`src/rtl/mem_arb_pkg.sv`:
```
// Shared types and constants for the unified-memory arbiter.
// Used by mem_arbiter and mem_arb_pick.
package mem_arb_pkg;

  localparam int AW_DEF = 32;
  localparam int DW_DEF = 32;

  typedef enum logic [1:0] {
    IDLE,
    IBUSY,
    DBUSY,
    RESP
  } arbState_t;

  localparam logic GNT_I = 1'b0;
  localparam logic GNT_D = 1'b1;

  function automatic arbState_t busyFor(
    input logic gnt
  );
    return (gnt == GNT_D) ? DBUSY : IBUSY;
  endfunction

endpackage

```
`src/rtl/mem_arb_pick.sv`:
```
// Grant selection between fetch and data ports.
// MEM_ARB_RR_EN: alternate on ties instead of fixed data priority.
module mem_arb_pick
  import mem_arb_pkg::*;
(
  input  logic iReq,
  input  logic dReq,
  input  logic lastGrant,
  output logic grant,
  output logic anyReq
);

  always_comb begin
    anyReq = iReq | dReq;
    grant  = lastGrant;
`ifdef MEM_ARB_RR_EN
    unique case (1'b1)
      iReq & dReq:  grant = ~lastGrant;
      dReq & ~iReq: grant = GNT_D;
      iReq & ~dReq: grant = GNT_I;
      default:      grant = lastGrant;
    endcase
`else
    unique case (1'b1)
      dReq:         grant = GNT_D;
      iReq & ~dReq: grant = GNT_I;
      default:      grant = lastGrant;
    endcase
`endif
  end

endmodule

```
`src/rtl/mem_arbiter.sv`:
```
// Single-port memory arbiter for fetch and data ports.
// Optional round-robin tie break: MEM_ARB_RR_EN.
module mem_arbiter
  import mem_arb_pkg::*;
#(
  parameter int AW = AW_DEF,
  parameter int DW = DW_DEF
) (
  input  logic          clk,
  input  logic          rst,
  input  logic          i_req,
  input  logic [AW-1:0] i_addr,
  output logic [DW-1:0] i_rdata,
  output logic          i_ack,
  output logic          i_stall,
  input  logic          d_req,
  input  logic          d_we,
  input  logic [AW-1:0] d_addr,
  input  logic [DW-1:0] d_wdata,
  output logic [DW-1:0] d_rdata,
  output logic          d_ack,
  output logic          d_stall,
  output logic          m_req,
  output logic          m_we,
  output logic [AW-1:0] m_addr,
  output logic [DW-1:0] m_wdata,
  input  logic [DW-1:0] m_rdata,
  input  logic          m_rdy
);

  arbState_t     stateQ, stateD;
  logic          lastGrantQ, lastGrantD;
  logic          mReqD, mWeD;
  logic [AW-1:0] mAddrD;
  logic [DW-1:0] mWdataD;
  logic [DW-1:0] iRdataD, dRdataD;
  logic          iAckD, dAckD;
  logic          pickGrant, anyReq;

  mem_arb_pick uPick (
    .iReq      (i_req),
    .dReq      (d_req),
    .lastGrant (lastGrantQ),
    .grant     (pickGrant),
    .anyReq    (anyReq)
  );

  always_comb begin
    stateD     = stateQ;
    lastGrantD = lastGrantQ;
    mReqD      = m_req;
    mWeD       = m_we;
    mAddrD     = m_addr;
    mWdataD    = m_wdata;
    iRdataD    = i_rdata;
    dRdataD    = d_rdata;
    iAckD      = 1'b0;
    dAckD      = 1'b0;
    unique case (stateQ)
      IDLE: begin
        if (anyReq) begin
          stateD     = busyFor(pickGrant);
          lastGrantD = pickGrant;
          mReqD      = 1'b1;
          if (pickGrant == GNT_D) begin
            mAddrD  = d_addr;
            mWeD    = d_we;
            mWdataD = d_wdata;
          end else begin
            mAddrD  = i_addr;
            mWeD    = 1'b0;
            mWdataD = '0;
          end
        end
      end
      IBUSY: begin
        if (m_rdy) begin
          iRdataD = m_rdata;
          iAckD   = 1'b1;
          mReqD   = 1'b0;
          mWeD    = 1'b0;
          stateD  = RESP;
        end
      end
      DBUSY: begin
        if (m_rdy) begin
          // stores leave the last load value visible
          if (!m_we) dRdataD = m_rdata;
          dAckD  = 1'b1;
          mReqD  = 1'b0;
          mWeD   = 1'b0;
          stateD = RESP;
        end
      end
      RESP: begin
        stateD = IDLE;
      end
      default: begin
        stateD = IDLE;
      end
    endcase
  end

  always_ff @(posedge clk or negedge rst) begin
    if (!rst) begin
      stateQ     <= IDLE;
      lastGrantQ <= GNT_I;
      m_req      <= 1'b0;
      m_we       <= 1'b0;
      m_addr     <= '0;
      m_wdata    <= '0;
      i_rdata    <= '0;
      d_rdata    <= '0;
      i_ack      <= 1'b0;
      d_ack      <= 1'b0;
    end else begin
      stateQ     <= stateD;
      lastGrantQ <= lastGrantD;
      m_req      <= mReqD;
      m_we       <= mWeD;
      m_addr     <= mAddrD;
      m_wdata    <= mWdataD;
      i_rdata    <= iRdataD;
      d_rdata    <= dRdataD;
      i_ack      <= iAckD;
      d_ack      <= dAckD;
    end
  end

  assign i_stall = i_req & ~i_ack;
  assign d_stall = d_req & ~d_ack;

endmodule

```
`config.mk`:
```
export PLATFORM = sky130hd
export DESIGN_NAME = mem_arbiter
export DESIGN_NICKNAME = d
export VERILOG_FILES = /design/src/rtl/mem_arb_pkg.sv /design/src/rtl/mem_arb_pick.sv /design/src/rtl/mem_arbiter.sv
export SDC_FILE = /design/constraint.sdc
export NUM_CORES = 1
export LEC_CHECK = 0
export ABC_AREA = 1
export CAP_MARGIN = 5
export CORE_ASPECT_RATIO = 1.5
export CORE_UTILIZATION = 38
export CTS_CLUSTER_DIAMETER = 200
export DETAILED_ROUTE_END_ITERATION = 6
export PLACE_DENSITY = 0.77
export SLEW_MARGIN = 20
export SYNTH_ARGS = -nofsm -noshare
export SYNTH_HDL_FRONTEND = slang
export SYNTH_SLANG_ARGS = --single-unit
```
`constraint.sdc`:
```
create_clock -name clk -period 1.38 [get_ports clk]
set_input_delay 0.207 -clock clk [delete_from_list [all_inputs] [get_ports clk]]
set_output_delay 0.207 -clock clk [all_outputs]
set_load 0.005 [all_outputs]
```
==> results.py, run 1 <==
metrics = {
    "synth": {
        "async_flop_share_pct": 100.0,
        "synth_most_common_cell": "nand2_1",
        "synth.top_cell.area_share_pct": 57.63,
        "synth_ff_type": "dfrtp_1",
        "syn_area_per_cell_sq_um": 8.749,
        "synth-seq-area-share_pct": 57.63,
        "synth_top_cell_by_area": "dfrtp_1",
        "synth_edf_count": 0,
        "yosys_warnings": 0,
        "synth_cell_types": 15,
        "synth_commonest_cells": "nand2_1 (305), dfrtp_1 (135), nand3_1 (67)",
        "syn_inst": 670,
        "synth-seq-cells": 135,
        "synth_area_leaders": "dfrtp_1 (58%), nand2_1 (20%), nand3_1 (5.7%)",
        "syn-num-nets": 809,
        "syn_area_sq_um": 5862,
    },
    "place": {
        "place_worst_setup_slack_ps": -232.7,
        "dp_hpwl_um": 11800,
        "gp_congestion": 0.7560,
        "io_buffers": 267,
    },
    "setup_path": {
        "required_ps": 1670,
        "cp-start-kind": "flip-flop",
        "r2r-start": "stateQ[0]",
        "critPathMaxStageDelay_ps": 380,
        "reg2reg_slack_ps": -90,
        "crit_end": "d_rdata[27]",
        "crit_path_top_delay_cell": "dfrtp_1",
        "worst-r2r-cell-count": 8,
        "worst_ep_arrival_time_ps": 1760,
        "critPathLaunch": "stateQ[0]",
        "cp_common_cell": "nand2_2",
        "worstPathCellList": "inv_2 -> ha_4 -> nand2_2 -> or2_4 -> buf_8 -> buf_16 -> nand2_2 -> o21ai_2",
        "critical_path_class": "reg -> reg",
        "r2r_end": "d_rdata[27]",
        "cp_max_fo": 8,
        "end_kind": "flip-flop",
    },
    "timing": {
        "post-route-worst-setup-slack_ps": -88.29,
        "skew_ps": 10.53,
        "rsz0062_at_grt": "true",
        "period_share_pct": 106.4,
        "fmax_ghz": 0.6811,
        "fin_crit_ps": 1468,
        "relSlewSlack_pct": 71.96,
        "slew_violations": 0,
        "setup_viol": 80,
        "worst_pin_slew_ps": 420.7,
        "hold_viol": 0,
    },
    "power_and_ir_drop": {
        "vdd_drop_max_mv": 1.314,
        "power_density_nw_per_um2": 2093,
        "p_leak_nw": 5.356,
    },
    "outcome": {
        "failed_checks": "setup timing",
        "status": "finished with violations",
    },
    "global_route": {
        "antenna_found_initial": 1,
        "grt_pass1_wl_um": 27470,
        "grt_start_max_net_pins": 66,
        "grt_usage_pct": 22.69,
        "grt-ovfl-total": 0,
        "grt_pass1_vias": 5425,
    },
    "die": {
        "coreArea_sq_um": 15070,
        "die_h_um": 154.1,
        "die_x_um": 103.4,
        "num_rows": 55,
        "ios": 268,
        "start_util_pct": 38.90,
        "dieArea_sq_um": 15940,
    },
    "route": {
        "drt-initial-drc-count": 148,
        "postRouteAntennaNets": 0,
        "vias": 5599,
        "wl_per_cell_um": 16.63,
        "wl_um": 19730,
        "drtPass1Iterations": 4,
        "viasPerCell": 4.721,
        "drc": 0,
    },
    "finish": {
        "syn_to_final_growth_pct": 73.08,
        "drive_above_1_share_pct": 18.14,
        "fillCellCount": 1167,
        "nets": 1113,
        "fin_util_pct": 67.32,
        "diodes": 0,
    },
    "run": {
        "maxCapViolCount": 0,
    },
    "clock_tree": {
        "cts_sinks": 135,
        "cts_made_buffers": 17,
        "clk_latency_ps": 410,
        "clockRootBuffer": "clkbuf_16",
        "path_clk_slew_ps": 60,
        "htreeDepth": 4,
        "clock_path_buffers": 2,
        "cts_tree": "yes",
    },
    "worst_hold_path": {
        "hp-class": "in -> async",
    },
}
## cell type report
| class | count | area (sq um) | area share [%] |
|---|---|---|---|
| clock buffers | 19 | 432.9 | 4.267 |
| clock inverters | 13 | 195.2 | 1.924 |
| inverters | 42 | 162.7 | 1.603 |
| multi-input cells | 452 | 2335 | 23.01 |
| flip-flops and latches | 135 | 3378 | 33.30 |
| well taps | 199 | 249.0 | 2.454 |
| repair buffers | 325 | 3385 | 33.36 |
| repair inverters | 1 | 8.758 | 0.08632 |
## worst max-delay path, delay by kind of cell (launching register included)
kind                       cells  cell delay (ps)
AOI/OAI and AO/OA              1               60
adders and majority gates      1              140
buffers and inverters          3              380
DFF                            1              380
and+or+nand+nor                3              400
## layout by cell type, fill, tap and decap left out, types with 2 or more instances in the layout
cell type	Yosys	final
ha_4	0	2
inv_2	3	3
inv_1	39	38
buf_12	0	13
nand3_2	0	10
buf_6	11	8
o21ai_2	33	32
nand2_4	0	20
o21ai_0	34	33
clkdlybuf4s15_1	0	3
buf_4	8	23
nand3_1	67	56
dfrtp_1	135	135
nor2_1	5	3
bufinv_16	0	4
clkbuf_16	0	25
ha_2	0	2
dlygate4sd2_1	0	131
clkbuf_1	6	2
nand2_2	2	15
inv_6	0	3
buf_16	0	5
clkdlybuf4s50_1	0	132
clkinvlp_4	0	2
nand2_1	305	272
clkinv_4	0	4
## timing repair
item,CTS,global route
gates resized for setup,169,62
hold endpoints to repair,33,0
pin swaps,2,4
buffers inserted,7,3
hold buffers,1,0
endpoints found under the setup margin,235,134
cloned,5,14
## cells by family after synthesis
family / Yosys count / synth area share, %
simple gates: 380 / 25.89
buf+inv: 83 / 7.577
flops: 135 / 57.63
compound gates: 67 / 7.834
fa+ha+maj: 5 / 1.067
## power by group
| part | total, mW | leakage (nW) | internal [mW] | switching [mW] |
|---|---|---|---|---|
| combinational | 9.56 | 3.35 | 4.94 | 4.62 |
| sequential | 6.78 | 1.70 | 5.74 | 1.04 |
| clock | 4.90 | 0.300 | 3.06 | 1.84 |
| total | 21.2 | 5.36 | 13.7 | 7.50 |
## layer usage
metal	part of all wire [%]	global-route usage (%)	up-vias
met5	0	0	-
met4	2.5	8.652	0
met3	7.3	6.864	36
met2	54	40.56	220
met1	36	24.45	2638
li1	-	-	2705
## metrics by stage
stage	TNS [ps]	std cells	power (mW)	cell area (sq um)	hold slack, ps
after floorplan	0	670	10.27	5862	-88.59
after global placement	-15670	1124	15.07	8838	155.5
after detailed placement	-17070	1124	15.27	8838	159.4
after CTS	-3096	1169	19.83	9618	290.0
after global routing	-13360	1186	22.57	10150	305.8
final	-3278	1186	21.24	10150	284.3
## registers in the layout, indices dropped and copies added (netlist names), 2 cells and up
name and count:
i_rdata 32, m_addr 32, d_rdata 32, stateQ 2, m_wdata 32
## how the worst min path moves through the flow
stage | startpoint | to | slack (ps) | cells past startpoint
floorplan | rst | d_ack | -90 | 0
global placement | rst | m_addr[1] | 160 | 1
detailed placement | rst | m_addr[2] | 160 | 1
CTS | rst | m_addr[1] | 290 | 2
global route | rst | m_addr[2] | 310 | 2
finish | rst | m_addr[2] | 280 | 2
No activity file was read; power rests on OpenSTA's default activity.
==> run 2: changes to the inputs <==
==> constraint.sdc (replaced) <==
create_clock -name clk -period 1.38 [get_ports clk]
set_input_delay 0.345 -clock clk [delete_from_list [all_inputs] [get_ports clk]]
set_output_delay 0.345 -clock clk [all_outputs]
set_load 0.005 [all_outputs]
==> run 2 against run 1 <==
The run still ends with setup timing left. Critical path depth decreased by 1. Final cell count rose by 3.5%. Via count increased by 5.7%. Clock skew is 2.9 ps higher.
==> results.py, run 2 (synthesis results as in run 1) <==
metrics = {
    "die": {
        "ios": 268,
        "start_util_pct": 38.90,
        "die_h_um": 154.1,
        "dieArea_sq_um": 15940,
        "num_rows": 55,
        "die_x_um": 103.4,
        "coreArea_sq_um": 15070,
    },
    "timing": {
        "hold_viol": 0,
        "relSlewSlack_pct": 78.15,
        "slew_violations": 0,
        "period_share_pct": 105.9,
        "setup_viol": 75,
        "skew_ps": 13.47,
        "fin_crit_ps": 1461,
        "post-route-worst-setup-slack_ps": -81.40,
        "fmax_ghz": 0.6843,
        "rsz0062_at_grt": "true",
        "worst_pin_slew_ps": 327.8,
    },
    "finish": {
        "final_common_cell": "nand2_1",
        "syn_to_final_growth_pct": 76.73,
        "final_cell_mix": "nand2_1 (213), dfrtp_1 (135), clkdlybuf4s50_1 (130), nand3_1 (66)",
        "fillCellCount": 1147,
        "fin_util_pct": 68.74,
        "drive_above_1_share_pct": 36.96,
        "fin_cells": 1228,
        "nets": 1155,
    },
    "route": {
        "drtPass1Iterations": 4,
        "postRouteAntennaNets": 0,
        "drc": 0,
        "wl_per_cell_um": 17.29,
        "viasPerCell": 4.818,
        "drt-initial-drc-count": 187,
        "wl_um": 21230,
        "vias": 5916,
    },
    "setup_path": {
        "path_delay_family": "simple AND/OR/NAND/NOR gates",
        "end_kind": "flip-flop",
        "cp-start-kind": "flip-flop",
        "critPathMaxStageDelay_ps": 390,
        "cp_max_fo": 8,
        "crit_path_top_delay_cell": "dfrtp_1",
        "worst_ep_arrival_time_ps": 1760,
        "required_ps": 1680,
        "worstPathCellList": "inv_2 -> ha_4 -> nand2_2 -> or2_4 -> clkbuf_16 -> nand2_1 -> o21ai_2",
        "critical_path_class": "reg -> reg",
        "cp_num_buf_inv": 2,
    },
    "place": {
        "dp_cells": 1129,
        "dp_hpwl_um": 11990,
        "place_worst_setup_slack_ps": -470.3,
        "gp_congestion": 0.7581,
        "io_buffers": 267,
    },
    "clock_tree": {
        "clockRootBuffer": "clkbuf_16",
        "cts_sinks": 135,
        "cts_made_buffers": 17,
        "path_clk_slew_ps": 60,
        "clock_path_buffers": 2,
        "htreeDepth": 4,
        "cts_tree": "yes",
        "clk_latency_ps": 410,
    },
    "global_route": {
        "grt_usage_pct": 24.40,
        "grt-ovfl-total": 0,
        "grt_pass1_wl_um": 29100,
        "grt_start_max_net_pins": 34,
        "antenna_found_initial": 2,
        "grt_pass1_vias": 5836,
    },
    "power_and_ir_drop": {
        "power_density_nw_per_um2": 2153,
        "p_leak_nw": 5.372,
        "vdd_drop_max_mv": 1.144,
    },
    "run": {
        "maxCapViolCount": 0,
    },
    "worst_hold_path": {
        "hp-class": "in -> async",
    },
    "outcome": {
        "status": "finished with violations",
        "failed_checks": "setup timing",
    },
}
==> run 2: where the power goes <==
| part | switching, mW | internal (mW) |
|---|---|---|
| Sequential | 1.22 | 5.74 |
| Clock | 1.84 | 2.86 |
| Combinational | 5.10 | 5.54 |
==> run 2: cell type report <==
cell class                 instances  area, sq um  share of cell area [%]
clock buffer                      18        429.2                   4.143
clock inverter                    13        171.4                   1.655
antenna                            1        2.502                 0.02415
tap                              199        249.0                   2.403
sequential                       135         3378                   32.61
multi-input combinational        453         2555                   24.66
inverter                          42        160.2                   1.546
timing repair buffer             367         3415                   32.96
==> run 2: path summary, 6_finish.rpt <==
kind / start / endpoint / slack [ps] / depth (start not counted)
worst max register to register: stateQ[0] / d_rdata[24] / -80 / 7
max in group asynchronous: rst / m_wdata[19] / 500 / 3
worst min register to register: m_addr[1] / m_addr[1] / 480 / 2
worst min-delay path: rst / m_addr[2] / 380 / 2
worst max-delay path: stateQ[0] / d_rdata[24] / -80 / 7
min in group clk: m_addr[1] / m_addr[1] / 480 / 2
==> run 2: routing by layer <==
metal	share of wire [%]	GRT usage [%]	vias up
met5	0	0	-
met1	35	25.71	2823
li1	-	-	2796
met3	6.5	7.182	58
met2	55	42.83	239
met4	3.8	12.54	0
==> run 2: what timing repair did <==
| action | CTS | global route |
|---|---|---|
| setup buffers | 26 | 19 |
| setup endpoints to repair | 241 | 195 |
| hold buffers | 1 | 0 |
| cloned | 7 | 14 |
| gates resized for setup | 373 | 220 |
| pin swaps | 25 | 7 |
| hold endpoints to repair | 17 | 0 |
==> run 2: stage by stage <==
step	instance area (sq um)	TNS, ps	hold slack, ps	power, mW
after detailed placement	8864	-44420	236.4	15.29
after global placement	8864	-43140	236.8	15.08
after floorplan	5862	0	49.41	10.27
after global routing	10360	-9501	375.2	23.68
final	10360	-3707	376.5	22.31
after CTS	9888	-2398	369.2	20.68
==> run 3: changes to the inputs <==
--- a/config.mk
+++ b/config.mk
@@ -7,11 +7,12 @@
 export LEC_CHECK = 0
 export ABC_AREA = 1
 export CAP_MARGIN = 5
-export CORE_ASPECT_RATIO = 1.5
-export CORE_UTILIZATION = 38
+export CELL_PAD_IN_SITES_DETAIL_PLACEMENT = 2
+export CELL_PAD_IN_SITES_GLOBAL_PLACEMENT = 2
+export CORE_UTILIZATION = 21
 export CTS_CLUSTER_DIAMETER = 200
 export DETAILED_ROUTE_END_ITERATION = 6
-export PLACE_DENSITY = 0.77
+export PLACE_DENSITY_LB_ADDON = 0.1
 export SLEW_MARGIN = 20
 export SYNTH_ARGS = -nofsm -noshare
 export SYNTH_HDL_FRONTEND = slang
==> run 3 against run 2 <==
Sequential share of layout area shrank 0.43 points. The flow still finishes with violations (setup timing). First-iteration DRC count up 24%. Core utilization shrank 30 points. Sequential power barely moved. Critical path depth rose by 1. Clock skew hardly changed. Final cell count increased by 14%. Global-route usage decreased by 7.2 points. Hold slack better by 13 ps. Worst setup slack got worse by 33 ps.
==> results.py, run 3 (synthesis results as in run 1) <==
metrics = {
    "finish": {
        "syn_to_final_growth_pct": 79.21,
        "drive_above_1_share_pct": 38.53,
        "nets": 1160,
        "final_common_cell": "nand2_1",
        "final_cell_mix": "nand2_1 (253), dfrtp_1 (133), clkdlybuf4s50_1 (130), buf_2 (98), buf_4 (62)",
    },
    "timing": {
        "fin_crit_ps": 1494,
        "period_share_pct": 108.3,
        "relSlewSlack_pct": 74.65,
        "fin_setup_tns_ps": -6628,
        "worst_pin_slew_ps": 380.2,
        "fmax_ghz": 0.6693,
        "slew_violations": 0,
        "setup_viol": 114,
        "hold_slack_ps": 389.5,
        "rsz0062_at_grt": "true",
        "post-route-worst-setup-slack_ps": -114.1,
        "skew_ps": 13.40,
        "hold_viol": 0,
    },
    "setup_path": {
        "cp_num_buf_inv": 4,
        "critical_path_class": "reg -> reg",
        "required_ps": 1690,
        "worstPathCellList": "inv_2 -> buf_6 -> ha_4 -> o21ai_4 -> clkinv_4 -> clkbuf_16 -> nand2_1 -> nand2_1",
        "path_delay_family": "buffers and inverters",
        "cp_max_fo": 11,
        "worst_ep_arrival_time_ps": 1810,
        "critPathMaxStageDelay_ps": 360,
        "crit_path_top_delay_cell": "dfrtp_1",
        "end_kind": "flip-flop",
        "cp_common_cell": "nand2_1",
        "cp-start-kind": "flip-flop",
    },
    "route": {
        "postRouteAntennaNets": 0,
        "wl_per_cell_um": 19.86,
        "viasPerCell": 4.305,
        "drt-initial-drc-count": 231,
        "vias": 6053,
        "wl_um": 27930,
        "drc": 0,
        "drtPass1Iterations": 4,
    },
    "power_and_ir_drop": {
        "p_leak_nw": 5.397,
        "pwr-share-seq_pct": 31.0,
        "power_density_nw_per_um2": 2135,
        "swShare_pct": 38.58,
        "power_frac_clock_pct": 20.6,
        "power.switching_mw": 8.652,
        "vdd_drop_max_mv": 0.7230,
        "p_comb_share_pct": 48.5,
        "p_int_mw": 13.77,
    },
    "die": {
        "die_x_um": 169.1,
        "num_rows": 60,
        "ios": 268,
        "start_util_pct": 21.57,
        "dieArea_sq_um": 28590,
        "coreArea_sq_um": 27180,
        "die_h_um": 169.1,
    },
    "clock_tree": {
        "clockRootBuffer": "clkbuf_16",
        "clk_latency_ps": 420,
        "path_clk_slew_ps": 70,
        "htreeDepth": 4,
        "cts_tree": "yes",
        "clock_path_buffers": 2,
        "cts_sinks": 135,
        "cts_made_buffers": 17,
    },
    "outcome": {
        "status": "finished with violations",
        "failed_checks": "setup timing",
    },
    "global_route": {
        "grt_pass1_wl_um": 37620,
        "grt_usage_pct": 17.22,
        "grt_pass1_vias": 6689,
        "antenna_found_initial": 0,
        "grt-ovfl-total": 0,
        "grt_start_max_net_pins": 55,
    },
    "place": {
        "gp_congestion": 0.7420,
        "io_buffers": 267,
        "dp_hpwl_um": 16970,
    },
    "worst_hold_path": {
        "hp-class": "in -> async",
    },
    "run": {
        "maxCapViolCount": 0,
    },
}
-- run 3: changes by cell type in the layout (fill, tap and decap cells not counted), moves of 13 or more --
cell,previous run,this run
buf_2,35,98
clkbuf_2,61,32
clkdlybuf4s15_1,38,3
nand2_1,213,253
nand2_2,65,23
nand3_1,66,39
nand3_2,1,23
o21ai_0,2,24
o21ai_2,47,34
-- run 3: final cells by class --
type	instances	area (sq um)
well taps	372	465.4
clock inverters	13	147.6
multi-input cells	454	2599
repair buffers	370	3309
diodes	1	2.502
clock buffers	18	429.2
fillers	2992	16670
flip-flops and latches	135	3381
inverters	42	162.7
repair inverters	1	8.758
-- run 3: timing repair --
item / CTS / global route
cloned: 3 / 21
setup endpoints to repair: 260 / 172
buffers inserted: 29 / 17
hold endpoints to repair: 24 / 0
gates resized for setup: 482 / 181
hold buffers: 1 / 0
pin swaps: 2 / 13
-- run 3: per-layer routing --
| metal | global-route usage, % | part of all wire (%) | vias up |
|---|---|---|---|
| met5 | 0 | 0 | - |
| met1 | 19.77 | 39 | 3010 |
| met2 | 31.03 | 52 | 200 |
| met3 | 5.120 | 6.6 | 32 |
| li1 | - | - | 2811 |
| met4 | 4.505 | 2.1 | 0 |
-- run 3: power groups by stage --
stage | Combinational (mW) | Sequential (mW) | Clock, mW
floorplan | 3.44 | 6.83 | 0
global placement | 8.80 | 6.75 | 0
detailed placement | 9.14 | 6.85 | 0
CTS | 8.76 | 6.76 | 4.74
global route | 11.8 | 7.17 | 4.91
finish | 10.9 | 6.95 | 4.61
-- run 3: final timing paths --
| kind | from | to | slack, ps | depth (start not counted) |
|---|---|---|---|---|
| min | rst | m_addr[18] | 390 | 2 |
| max | stateQ[0] | m_addr[11] | -110 | 8 |
| min reg2reg | m_wdata[28] | m_wdata[28] | 470 | 2 |
| max reg2reg | stateQ[0] | m_addr[11] | -110 | 8 |
| min in group clk | m_wdata[28] | m_wdata[28] | 470 | 2 |
| max in group asynchronous | rst | i_rdata[3] | 450 | 3 |
-- run 3: through the flow --
stage | instance area [sq um] | power [mW] | utilization, % | instances | setup WS (ps)
floorplan | 5862 | 10.27 | - | 670 | 5.375
global placement | 9138 | 15.55 | 33.62 | 1303 | -455.5
detailed placement | 9138 | 15.99 | 33.62 | 1303 | -558.3
CTS | 9614 | 20.26 | 35.38 | 1367 | -54.63
global route | 10500 | 23.91 | 38.65 | 1405 | -183.6
finish | 10510 | 22.43 | 38.66 | 1406 | -114.1
-- run 3: worst reg2reg max path, delay by kind of cell, from the launching register on --
kind,cells,cell delay [ps]
adder cells (fa/ha/maj),1,170
AO/OA/AOI/OAI,1,120
AND/OR/NAND/NOR,2,140
buffers and inverters,4,610
flip-flops,1,360
